[config.mk]
export PLATFORM = sky130hd
export DESIGN_NAME = dffsn_bank_preset_ctrl
export DESIGN_NICKNAME = d
export VERILOG_FILES = /design/src/rtl/dffsn_bank_preset_ctrl.sv
export SDC_FILE = /design/constraint.sdc
export NUM_CORES = 1
export LEC_CHECK = 0
export CAP_MARGIN = 15
export CORE_ASPECT_RATIO = 0.7
export CORE_MARGIN = 5
export CORE_UTILIZATION = 48
export DETAILED_ROUTE_END_ITERATION = 6
export GPL_TIMING_DRIVEN = 1
export PLACE_DENSITY = 0.85
export SYNTH_ARGS = -nofsm -noshare
export SYNTH_HDL_FRONTEND = slang
export SYNTH_SLANG_ARGS = --single-unit
[constraint.sdc]
create_clock -name clk -period 1.85 [get_ports clk]
set_input_delay 0.4625 -clock clk [delete_from_list [all_inputs] [get_ports clk]]
set_output_delay 0.4625 -clock clk [all_outputs]
set_load 0.01 [all_outputs]
[src/rtl/dffsn_bank_preset_ctrl.sv]
// Preset sequencer for a bank of SETN flop groups: pulses one selected group at a time with a gap between groups.
// Optional QMON verify step after each pulse is built when DFFSN_PRESET_VERIFY_EN is defined.
module dffsn_bank_preset_ctrl #(
  parameter int NGRP      = 4,
  parameter int PULSE_CYC = 2,
  parameter int GAP_CYC   = 1
) (
  input  logic            clk,
  input  logic            rst,
  input  logic            req,
  input  logic [NGRP-1:0] mask,
  input  logic [NGRP-1:0] qmon,
  output logic [NGRP-1:0] setn,
  output logic            busy,
  output logic            done,
  output logic            err
);

  // state   | meaning
  // S_IDLE  | waiting for req
  // S_PULSE | setn[g] low, counting pulse width
  // S_CHECK | one all-high cycle, qmon[g] sampled (verify builds only)
  // S_GAP   | all setn high, counting gap width
  // S_FIN   | one-cycle done
  localparam int GW = (NGRP > 1) ? $clog2(NGRP) : 1;
  localparam logic [7:0] PULSE_LD = 8'(PULSE_CYC - 1);
  localparam logic [7:0] GAP_LD   = 8'(GAP_CYC - 1);

  typedef enum logic [2:0] {
    S_IDLE  = 3'd0,
    S_PULSE = 3'd1,
`ifdef DFFSN_PRESET_VERIFY_EN
    S_CHECK = 3'd2,
`endif
    S_GAP   = 3'd3,
    S_FIN   = 3'd4
  } state_t;

  state_t          state_q, state_d;
  logic [GW-1:0]   g_q, g_d, first_g, nxt_g;
  logic [7:0]      cnt_q, cnt_d;
  logic [NGRP-1:0] msk_q, setn_d;
  logic            nxt_found, grp_end, accept;

  assign accept = (state_q == S_IDLE) && req;

  // Scan from the top down so the last hit is the lowest qualifying bit.
  always_comb begin
    first_g   = '0;
    nxt_g     = g_q;
    nxt_found = 1'b0;
    for (int i = NGRP - 1; i >= 0; i--) begin
      if (mask[i]) first_g = GW'(i);
      if (msk_q[i] && (i > int'(g_q))) begin
        nxt_g     = GW'(i);
        nxt_found = 1'b1;
      end
    end
  end

  always_comb begin
    state_d = state_q;
    g_d     = g_q;
    cnt_d   = cnt_q;
    grp_end = 1'b0;
    case (state_q)
      S_IDLE: begin
        if (req) begin
          if (mask == '0) begin
            state_d = S_FIN;
          end else begin
            state_d = S_PULSE;
            g_d     = first_g;
            cnt_d   = PULSE_LD;
          end
        end
      end
      S_PULSE: begin
        if (cnt_q != 8'd0) begin
          cnt_d = cnt_q - 8'd1;
        end else begin
`ifdef DFFSN_PRESET_VERIFY_EN
          state_d = S_CHECK;
`else
          if (GAP_CYC == 0) begin
            grp_end = 1'b1;
          end else begin
            state_d = S_GAP;
            cnt_d   = GAP_LD;
          end
`endif
        end
      end
`ifdef DFFSN_PRESET_VERIFY_EN
      S_CHECK: begin
        if (GAP_CYC == 0) begin
          grp_end = 1'b1;
        end else begin
          state_d = S_GAP;
          cnt_d   = GAP_LD;
        end
      end
`endif
      S_GAP: begin
        if (cnt_q != 8'd0) cnt_d = cnt_q - 8'd1;
        else               grp_end = 1'b1;
      end
      S_FIN:   state_d = S_IDLE;
      default: state_d = S_IDLE;
    endcase
    if (grp_end) begin
      if (nxt_found) begin
        state_d = S_PULSE;
        g_d     = nxt_g;
        cnt_d   = PULSE_LD;
      end else begin
        state_d = S_FIN;
      end
    end
  end

  always_comb begin
    setn_d = '1;
    if (state_q == S_PULSE) setn_d[g_q] = 1'b0;
  end

  always_ff @(posedge clk) begin
    if (rst) begin
      state_q <= S_IDLE;
      g_q     <= '0;
      cnt_q   <= '0;
      msk_q   <= '0;
    end else begin
      state_q <= state_d;
      g_q     <= g_d;
      cnt_q   <= cnt_d;
      if (accept) msk_q <= mask;
    end
  end

  // Outputs are a registered decode of the state, so they trail it by one cycle.
  always_ff @(posedge clk) begin
    if (rst) begin
      setn <= '1;
      busy <= 1'b0;
      done <= 1'b0;
    end else begin
      setn <= setn_d;
      busy <= (state_q != S_IDLE) && (state_q != S_FIN);
      done <= (state_q == S_FIN);
    end
  end

`ifdef DFFSN_PRESET_VERIFY_EN
  // qmon is sampled while the CHECK cycle is visible on setn, after the pulse has settled.
  logic          chk_q;
  logic [GW-1:0] chk_g;

  always_ff @(posedge clk) begin
    if (rst) begin
      chk_q <= 1'b0;
      chk_g <= '0;
      err   <= 1'b0;
    end else begin
      chk_q <= (state_q == S_CHECK);
      chk_g <= g_q;
      if (accept)                     err <= 1'b0;
      else if (chk_q && !qmon[chk_g]) err <= 1'b1;
    end
  end
`else
  logic unused_qmon;
  assign unused_qmon = ^qmon;
  assign err = 1'b0;
`endif

endmodule

==> impl_results.md <==
* Placed cell count at 190
* CTS tree: yes
* WL final at 3389 um
* Sequential share of power at 0.261
* Logic pwr share at 0.593
* Num Clock Sinks at 22
* Hold Vio Cnt, Final at 0
* Max frequency at 544.7 MHz
* Die Span Y at 52.48 um
* Syn Inst Count at 131
* Status: finished clean
* Initial antenna violation count at 0
* Number of I/O pins at 18
* Worst-Skew Late Latency at 0.27 ns
* Clk_skew at 0.006735 ns
* Critical path data required time at 2.05 ns
* First-pass GRT wire length at 5526 um
* DP Wirelength at 2265 um
* Complex-gate fraction of the synthesized area at 0.2710
* Leakage power at 0.0006275 uW
* Max-Cap Viols at 0
* Pin count of the biggest net entering global routing at 14
* Peak VDD IR at 1363 uV
* Initial Utilization at 0.5033
* Clk pwr share at 0.146
* EDFF count, synth at 0
* Clk root buf: clkbuf_8
* Total grt overflow at 0
* Number of library cell types mapped by synthesis at 47
* Rows at 15
* Routed Antenna Nets at 0
* Cell Count, Final, Fillers Out at 198
* Crit-path slowest cell: dfxtp_1
* Dpl ws at -0.4411 ns
* Switching share of power at 0.4300
* Worst setup margin at 0.01402 ns
* Switching power at 1329 uW
* Vias in the first global route at 1151
* Fillers at 166
* Vias per Instance at 5.980
* Most frequent CP cell: ha_1
* Crit start category: flip-flop
* Clk slew on worst S/H paths at 0.08 ns
* Post-synthesis simple-gate area fraction at 0.2679
* Final min period at 1.836 ns
* Crit path kind: flip-flop to flip-flop
* Die Wd at 70.69 um
* Crit-path cells: inv_1 -> ha_1 -> nor3b_4 -> nand2_1 -> ha_1 -> a211oi_2 -> a21oi_1 -> a31oi_1
* Post-synthesis sequential area ratio at 0.3559
* Total clock buffers created by CTS at 3
* Adder-Cell Fraction of Synth Area at 0.03033
* Fraction of registers with async set/reset at 0
* Die area at 0.003710 mm2
* Syn Std Cell Area at 0.001237 mm2
* Critical Path Sink Type: flip-flop
* Mapped Nets at 145
* Area Growth Syn to Fin at 35.19%
* Total core area at 0.002459 mm2
* Final GP Congestion at 0.8155
* Worst-case clock buffer depth at 2
* Hold Path Class: flip-flop to flip-flop
* Power Dens Cells at 1848 mW/mm2
* Flops & latches, synth at 22
* Mux share of post-synthesis cell area at 0
* Avg Synthesized Cell Area at 9.446 um2
* Primary FF master, synth: dfxtp_1
* Nets at 179
* Pre-antenna DRT Iters at 5
* Max Transition Viols Final at 0
* Diode count at 0
* Yosys warns at 0
* Slowest cell delay on critical path at 0.32 ns
* Pint at 1762 uW
* Setup_tns at 0 ns
* GRT Total Usage at 0.1881
* Port bufs at 12
* Avg WL per Cell at 17.12 um
* Critical Path AT at 2.04 ns
* H-Tree Level Count at 1
* Fraction of layout cells with a size suffix above 1 at 0.3171
* Largest family of logic cells by synthesized area: compound AO/OA/AOI/OAI gates
* Critical-path maximum fanout at 3
* Drt drc at 0
* First-iteration detailed-routing DRC count at 64
* Final setup viols at 0
* Post-Synth XOR/XNOR Area at 0.007078
* Final cycle utilization of the critical path at 0.9924
* Routed vias at 1184
* RSZ-0062 raised after global routing: yes
==> stage by stage <==
stage	hold slack (ns)	cell area [um2]	util	power [uW]
2_1_floorplan	0.4185	1237	-	1789
3_3_place_gp	0.4353	1485	0.6041	2197
3_5_place_dp	0.4387	1485	0.6041	2280
4_1_cts	0.4574	1583	0.6438	2840
5_1_grt	0.4909	1673	0.6804	3278
6_report	0.4553	1673	0.6804	3092
==> cell usage after synthesis (2+ instances only) <==
| master | n | share of area |
|---|---|---|
| nand3_1 | 4 | 0.016 |
| o21ai_0 | 2 | 0.0081 |
| a2111oi_2 | 3 | 0.036 |
| nor4_1 | 2 | 0.010 |
| o311ai_0 | 2 | 0.014 |
| nor2_1 | 9 | 0.027 |
| a21oi_4 | 3 | 0.039 |
| nor3_1 | 5 | 0.020 |
| ha_1 | 3 | 0.030 |
| a31oi_1 | 2 | 0.010 |
| a21oi_1 | 10 | 0.040 |
| inv_1 | 8 | 0.024 |
| nand4_1 | 2 | 0.010 |
| dfxtp_1 | 22 | 0.36 |
| a211oi_1 | 4 | 0.024 |
| nand2_1 | 14 | 0.042 |
| a311oi_1 | 3 | 0.021 |
| nand3b_1 | 2 | 0.012 |
| o21ba_2 | 2 | 0.016 |
| clkbuf_8 | 2 | 0.022 |
==> cells in the final DEF, fill, tap and decap left out, drive strengths merged, types with 2 or more instances in the layout <==
cell / synthesis / final
nand4: 3 / 3
nand2b: 2 / 2
a21oi: 13 / 13
o21ai: 2 / 2
dfxtp: 22 / 22
nor3: 6 / 6
nand3: 4 / 4
o311ai: 2 / 2
a211oi: 4 / 4
nor2: 9 / 9
a31oi: 2 / 2
nand3b: 2 / 2
ha: 3 / 3
nand2: 14 / 14
clkdlybuf4s50: 0 / 8
nor4: 3 / 3
inv: 8 / 8
a311oi: 3 / 3
buf: 2 / 22
clkbuf: 3 / 3
o21ba: 2 / 2
dlygate4sd2: 0 / 3
a2111oi: 4 / 4
==> cell families (layout without fill, tap and decap cells) <==
kind of cell / after synthesis / count (layout)
buffers and inverters: 13 / 46
adder cells (fa/ha/maj): 3 / 3
flip-flops: 22 / 22
other: 1 / 1
XOR/XNOR: 1 / 1
AO/OA/AOI/OAI: 40 / 40
AND/OR/NAND/NOR: 51 / 51
==> flip-flops by register name (all words and copies together), names as in the netlist <==
register / cells
done: 1
g_q: 2
setn: 4
state_q: 3
cnt_q: 8
busy: 1
msk_q: 3
==> repair_timing <==
action / CTS / global route
endpoints found under the setup margin: 9 / 11
setup buffers: 0 / 4
hold buffers: 0 / 0
resized for setup: 10 / 7
pin swaps: 7 / 6
==> worst max-delay path: cells and delay by family, from the launching register on <==
family	cells	cell delay, ns
AO/OA/AOI/OAI	3	0.52
buffers and inverters	1	0.07
AND/OR/NAND/NOR	2	0.40
adder cells (fa/ha/maj)	2	0.46
flip-flops	1	0.32
==> final timing paths <==
check                           startpoint        to  slack (ns)  depth (start not counted)
worst max-delay path              cnt_q[0]  cnt_q[0]        0.01                          8
worst min-delay path                g_q[0]   setn[1]        0.46                          1
worst max register to register    cnt_q[0]  cnt_q[0]        0.01                          8
worst min register to register      g_q[0]   setn[1]        0.46                          1
==> layout make-up <==
| class | count | area (um2) | area share |
|---|---|---|---|
| sequential | 22 | 440.4 | 0.2633 |
| inverter | 8 | 30.03 | 0.01795 |
| clock inverter | 1 | 30.03 | 0.01795 |
| timing repair buffer | 34 | 300.3 | 0.1795 |
| tap | 34 | 42.54 | 0.02543 |
| multi-input combinational | 96 | 788.3 | 0.4712 |
| clock buffer | 3 | 41.29 | 0.02468 |
==> layer usage <==
metal  track usage  vias up  wire, um
met2        0.3015       66      1622
met1        0.2451      555      1410
met5             0        -         0
li1              -      553         -
met3       0.04023       10       263
met4       0.08125        0        93
==> power by group through the flow <==
stage / clock network [uW] / registers [uW] / logic [uW]
5_1_grt: 486 / 830 / 1960
2_1_floorplan: 0 / 760 / 1030
3_3_place_gp: 0 / 780 / 1420
6_report: 452 / 805 / 1830
3_5_place_dp: 0 / 793 / 1490
4_1_cts: 463 / 791 / 1590
(Power assumes the default switching activity.)
